### config.mk
export PLATFORM = sky130hd
export DESIGN_NAME = cc_dispatch_ctrl
export DESIGN_NICKNAME = d
export VERILOG_FILES = /design/src/rtl/cc_dispatch_ctrl.sv
export SDC_FILE = /design/constraint.sdc
export NUM_CORES = 1
export LEC_CHECK = 0
export CAP_MARGIN = 10
export CORE_UTILIZATION = 35
export CTS_CLUSTER_DIAMETER = 100
export DETAILED_ROUTE_END_ITERATION = 8
export PLACE_DENSITY = 0.68
export SLEW_MARGIN = 20
export SYNTH_ARGS = -nofsm -noshare
export SYNTH_HDL_FRONTEND = slang
export SYNTH_SLANG_ARGS = --single-unit
export TNS_END_PERCENT = 100
### constraint.sdc
create_clock -name clk -period 5.93 [get_ports clk]
set_input_delay 1.186 -clock clk [delete_from_list [all_inputs] [get_ports clk]]
set_output_delay 1.186 -clock clk [all_outputs]
set_load 0.1 [all_outputs]
### src/rtl/cc_dispatch_ctrl.sv
// cc_dispatch_ctrl: command dispatcher/sequencer for the command-code state machines.
// Takes a two-word RX packet (CSN, CC), runs exactly one command machine via its
// run_sm line under a watchdog, or answers unknown/disabled codes on TX with
// CSN followed by ~CC.
module cc_dispatch_ctrl #(
    parameter int NUM_CMD   = 16,
    parameter int CC_W      = 5,
    parameter int TIMEOUT_W = 24
) (
    input  logic                 clk,
    input  logic                 reset_n,
    input  logic [31:0]          rx_tdata,
    input  logic                 rx_tvalid,
    input  logic                 rx_tlast,
    output logic                 rx_tready,
    input  logic [NUM_CMD-1:0]   cmd_enable,
    output logic [NUM_CMD-1:0]   run_sm,
    input  logic [NUM_CMD-1:0]   sm_running,
    input  logic [NUM_CMD-1:0]   sm_done,
    output logic [31:0]          csn,
    output logic [CC_W-1:0]      cc,
    output logic                 payload_pending,
    output logic                 tx_own,
    output logic                 tx_tvalid,
    output logic                 tx_tlast,
    input  logic                 tx_tready,
    output logic                 send_csn,
    output logic                 send_inv_cmd,
    output logic                 busy,
    output logic                 timeout_err,
    output logic                 pkt_err,
    output logic [15:0]          cmd_count
);

    typedef enum logic [2:0] {
        IDLE,
        GET_CC,
        RUN,
        RELEASE,
        ERR_CSN1,
        ERR_CSN2,
        ERR_CC1,
        ERR_CC2
    } state_t;

    // Watchdog value in the last RUN cycle: the increment out of it would hit all-ones.
    localparam logic [TIMEOUT_W-1:0] WD_LAST = {{(TIMEOUT_W-1){1'b1}}, 1'b0};

    state_t               state;
    state_t               nxt;
    logic [TIMEOUT_W-1:0] wd;

    logic [CC_W-1:0]    cc_in;
    logic [NUM_CMD-1:0] cc_in_hot;
    logic [NUM_CMD-1:0] cc_hot;
    logic               cc_in_ok;
    logic               done_sel;
    logic               running_sel;

    logic accept_csn;
    logic accept_cc;
    logic pkt_bad;
    logic done_hit;
    logic expire;

    // One-hot decode of a command code; codes at or above NUM_CMD decode to zero.
    function automatic logic [NUM_CMD-1:0] onehot(input logic [CC_W-1:0] c);
        logic [NUM_CMD-1:0] h;
        h = '0;
        for (int i = 0; i < NUM_CMD; i++) begin
            if (c == CC_W'(i)) h[i] = 1'b1;
        end
        return h;
    endfunction

    assign cc_in       = rx_tdata[CC_W-1:0];
    assign cc_in_hot   = onehot(cc_in);
    assign cc_hot      = onehot(cc);
    // Out-of-range codes decode to zero, so they also fail the enable test.
    assign cc_in_ok    = |(cc_in_hot & cmd_enable);
    // Only the machine selected by the latched code can complete or hold RELEASE.
    assign done_sel    = |(cc_hot & sm_done);
    assign running_sel = |(cc_hot & sm_running);

    // Next-state and event decode; handshakes use the registered rx_tready.
    always_comb begin
        nxt        = state;
        accept_csn = 1'b0;
        accept_cc  = 1'b0;
        pkt_bad    = 1'b0;
        done_hit   = 1'b0;
        expire     = 1'b0;
        case (state)
            IDLE: begin
                if (rx_tvalid && rx_tready) begin
                    if (!rx_tlast) begin
                        accept_csn = 1'b1;
                        nxt        = GET_CC;
                    end else begin
                        pkt_bad = 1'b1;
                    end
                end
            end
            GET_CC: begin
                if (rx_tvalid && rx_tready) begin
                    accept_cc = 1'b1;
                    nxt       = cc_in_ok ? RUN : ERR_CSN1;
                end
            end
            RUN: begin
                // Done takes priority over a watchdog expiry in the same cycle.
                if (done_sel) begin
                    done_hit = 1'b1;
                    nxt      = RELEASE;
                end else if (wd == WD_LAST) begin
                    expire = 1'b1;
                    nxt    = RELEASE;
                end
            end
            RELEASE: begin
                if (!running_sel) nxt = IDLE;
            end
            ERR_CSN1: begin
                if (tx_tready) nxt = ERR_CSN2;
            end
            ERR_CSN2: nxt = ERR_CC1;
            ERR_CC1: begin
                if (tx_tready) nxt = ERR_CC2;
            end
            ERR_CC2: nxt = IDLE;
            default: nxt = IDLE;
        endcase
    end

    // State, latched fields and all outputs, registered from the next state.
    always_ff @(posedge clk or negedge reset_n) begin
        if (!reset_n) begin
            state           <= IDLE;
            wd              <= '0;
            csn             <= '0;
            cc              <= '0;
            payload_pending <= 1'b0;
            run_sm          <= '0;
            rx_tready       <= 1'b0;
            tx_own          <= 1'b0;
            tx_tvalid       <= 1'b0;
            tx_tlast        <= 1'b0;
            send_csn        <= 1'b0;
            send_inv_cmd    <= 1'b0;
            busy            <= 1'b0;
            timeout_err     <= 1'b0;
            pkt_err         <= 1'b0;
            cmd_count       <= '0;
        end else begin
            state <= nxt;

            if (accept_csn) csn <= rx_tdata;

            // A leftover payload is only owned while a command is in flight.
            if (accept_cc) begin
                cc              <= cc_in;
                payload_pending <= ~rx_tlast;
            end else if (nxt == IDLE) begin
                payload_pending <= 1'b0;
            end

            // Watchdog counts consecutive RUN cycles starting from zero on entry.
            if (state == RUN && nxt == RUN) wd <= wd + TIMEOUT_W'(1);
            else                            wd <= '0;

            if (nxt == RUN && state == GET_CC) run_sm <= cc_in_hot;
            else if (nxt != RUN)               run_sm <= '0;

            if (done_hit) cmd_count <= cmd_count + 16'd1;

            timeout_err  <= expire;
            pkt_err      <= pkt_bad;
            rx_tready    <= (nxt == IDLE) || (nxt == GET_CC);
            busy         <= (nxt != IDLE);
            tx_own       <= (nxt == ERR_CSN1) || (nxt == ERR_CSN2) ||
                            (nxt == ERR_CC1)  || (nxt == ERR_CC2);
            send_csn     <= (nxt == ERR_CSN1) || (nxt == ERR_CSN2);
            send_inv_cmd <= (nxt == ERR_CC1)  || (nxt == ERR_CC2);
            tx_tvalid    <= (nxt == ERR_CSN2) || (nxt == ERR_CC2);
            tx_tlast     <= (nxt == ERR_CC2);
        end
    end

endmodule

==> flow_metrics.py <==
metrics = {
    "die": {
        "core_um2": 13990,
        "die_h_um": 122.2,
        "die_area_um2": 14940,
        "start_util_pct": 36.16,
        "die_w_um": 122.2,
        "rows": 43,
        "pin_count": 164,
    },
    "placement": {
        "place_congestion": 0.8244,
        "dp_cells": 759,
        "dpl_worst_slack_ns": 2.221,
        "hpwl_um": 9115,
        "place.port_buffers": 163,
    },
    "logic_synthesis": {
        "synthesis.instances": 440,
        "syn-num-nets": 528,
        "synth_xor_area_share_pct": 6.406,
        "synth_top_family_by_area": "simple AND/OR/NAND/NOR gates",
        "synth-seq-cells": 106,
        "synth_top_flop_cell": "dfrtp_1",
        "synthDistinctLibCells": 54,
        "synth_compound_area_share_pct": 8.335,
        "synthMuxAreaShare_pct": 11.30,
        "async_reset_ff_share_pct": 100.0,
        "synthAdderAreaFrac_pct": 0.7420,
        "syn_area_per_cell_um2": 11.50,
        "synth_warnings": 0,
        "ys_seq_area_share_pct": 52.44,
        "synth_area_um2": 5059,
        "yosys.area_share.simple_pct": 17.02,
        "synth_edf_count": 0,
    },
    "global_route": {
        "gr-usage-all-layers_pct": 17.18,
        "grt_most_used_layer": "met2",
        "grt_max_degree": 57,
        "grt_pass1_wl_um": 20070,
        "met3_usage_pct": 4.136,
        "antenna_found_initial": 1,
        "gr-total-overflow": 0,
        "grt_use_met2_pct": 27.00,
        "use_met1_pct": 22.61,
        "grt_pass1_vias": 4055,
    },
    "power": {
        "cellLeakagePower_nw": 2.857,
        "clkPwrFrac_pct": 16.0,
        "p_seq_share_pct": 28.6,
        "p_sw_mw": 1.959,
        "switching_share_pct": 52.43,
        "p_int_mw": 1.777,
        "pwr_density_cell_nw_per_um2": 526.9,
        "total_power_mw": 3.736,
        "pwr-share-comb_pct": 55.4,
        "peakVddDrop_mv": 0.4387,
    },
    "clock_network": {
        "insertion_delay_ns": 0.34,
        "cts_max_path_buffers": 2,
        "cts_buffers": 9,
        "clk_pin_slew_ns": 0.07,
        "clock-sinks": 106,
        "cts_resized": 0,
        "htreeDepth": 3,
        "cts_root_buf": "clkbuf_16",
        "cts_tree": "done",
        "cts_hold_buf": 0,
        "cts_setup_buffers": 0,
    },
    "sta": {
        "finalSetupViolCount": 0,
        "timing.slew.headroom_pct": 30.30,
        "skew_ns": 0.007913,
        "period_minus_slack_ns": 3.444,
        "setup_ws_ns": 2.486,
        "hold_violations": 0,
        "fmax_mhz": 290.4,
        "drv_slew": 0,
        "finalSetupTns_ns": 0,
        "rsz0062_at_grt": "no",
        "worst_slew_pin_slew_ns": 1.042,
        "fin_crit_sh_pct": 58.07,
    },
    "routing": {
        "avgViaCountPerCell": 5.126,
        "drt_iter0_drc": 139,
        "vias": 3973,
        "antenna_left": 0,
        "wl_um": 12450,
        "drc": 0,
        "wl_per_cell_um": 16.06,
        "firstDrtPassIters": 4,
    },
    "worst_setup_path": {
        "crit_fanout": 16,
        "path_cells": "clkdlybuf4s50_1",
        "worstSetupPathType": "reg2out",
        "cp_slowest_stage_delay_ns": 1.23,
        "cp.arrival_ns": 2.26,
        "crit_required_ns": 4.74,
        "critPathBufInv": 1,
        "critical_path.endpoint_type": "primary output",
        "crit_family": "buffers and inverters",
        "crit_path_start_kind": "flop",
        "slowest_stage": "clkdlybuf4s50_1",
    },
    "layout": {
        "fin_util_pct": 50.69,
        "diodes": 0,
        "final_nets": 678,
        "area_growth_pct": 40.17,
        "drive_above_1_share_pct": 13.28,
        "final_cells": 775,
    },
    "min_path": {
        "hold_path.class": "reg2reg",
    },
    "run_status": {
        "status": "complete, no violations",
    },
    "run": {
        "cap_violations": 0,
    },
}
==> flip-flops by register name, indices dropped and copies added (netlist names) <==
signal / count
busy: 1
cc: 5
cmd_count: 16
csn: 32
payload_pending: 1
pkt_err: 1
run_sm: 16
rx_tready: 1
send_csn: 1
send_inv_cmd: 1
state: 3
timeout_err: 1
tx_own: 1
tx_tlast: 1
tx_tvalid: 1
wd: 24
==> power by group through the flow <==
stage                     Combinational [mW]  Sequential, mW  Clock [mW]
after floorplan                        0.488            2.16           0
final                                   2.07            1.07       0.599
after detailed placement                2.07            1.08           0
after global placement                  2.06            1.07           0
after CTS                               2.08            1.07       0.616
after global routing                    2.15            1.10       0.642
==> cells in the mapped netlist, types with 3 or more instances <==
master       n  share of area, %
and2_1       3              0.37
xnor2_1     24               4.2
clkbuf_1    10              0.74
dfrtp_1    106                52
nand3b_1     7               1.0
o2bb2ai_1   13               2.3
nand2_1     26               1.9
nor3_1       7              0.69
nor2_2      10               1.2
inv_1       11              0.82
nor2_1      32               2.4
nand3_1     17               1.7
xor2_1      13               2.3
and4_1       5              0.87
mux2i_1      8               1.6
or3_1        5              0.62
nand2b_1     3              0.37
nor2b_1      3              0.37
a22o_1       3              0.52
o211ai_1     3              0.45
a21oi_1      8              0.79
o21ai_0      9              0.89
buf_2        8              0.79
and3_1       8              0.99
ha_1         3              0.74
nand4_1     16               2.0
mux2_2      38               8.5
buf_6        5               1.1
==> kinds of logic after synthesis <==
family | after synthesis
flip-flops | 106
AO/OA/AOI/OAI | 54
buffers and inverters | 36
adder cells (fa/ha/maj) | 3
AND/OR/NAND/NOR | 155
multiplexers | 49
XOR/XNOR | 37
==> worst paths after layout <==
kind	cells past startpoint	start	to	slack (ns)
hold reg to reg	1	cmd_count[5]$_DFFE_PN0P_	cmd_count[5]$_DFFE_PN0P_	0.49
hold / removal	1	cmd_count[5]$_DFFE_PN0P_	cmd_count[5]$_DFFE_PN0P_	0.49
setup reg to reg	6	cc[3]$_DFFE_PN0P_	run_sm[13]$_DFFE_PN0P_	3.44
setup / recovery	1	cc[3]$_DFFE_PN0P_	cc[3]	2.49
min in group asynchronous	1	reset_n	run_sm[6]$_DFFE_PN0P_	0.86
max in group asynchronous	2	reset_n	csn[1]$_DFFE_PN0P_	3.92
==> cell type report <==
class,count,area [µm²]
Sequential cell,106,2653
Multi-Input combinational cell,298,2230
Clock buffer,10,239.0
Clock inverter,6,66.31
Tap cell,180,225.2
Inverter,11,41.29
Timing Repair Buffer,164,1637
Fill cell,1282,6898
==> through the flow <==
stage / instance area, µm² / hold slack (ns)
floorplan: 5059 / 0.4866
global placement: 6785 / 0.4656
detailed placement: 6785 / 0.4742
CTS: 7091 / 0.4948
global route: 7091 / 0.5071
finish: 7091 / 0.4929
==> layer usage <==
metal / part of all wire (%) / up-vias / routed length [µm]
li1: - / 1865 / -
met1: 44 / 1966 / 5494
met2: 46 / 126 / 5779
met3: 7.3 / 16 / 904
met4: 2.2 / 0 / 268
met5: 0 / - / 0
==> cells in the final DEF, fill, tap and decap left out, drive strengths merged, types with 7 or more instances in the layout <==
master and count:
and3 8, mux2i 8, nand4 16, nor3 7, o2bb2ai 13, mux2 39
dfrtp 106, clkdlybuf4s50 162, nand3 17, o21ai 9, clkbuf 10, nand2 26
nor2 43, nand3b 7, xnor2 24, xor2 13, a21oi 8, inv 11
Power figures use the tool's default switching activity.
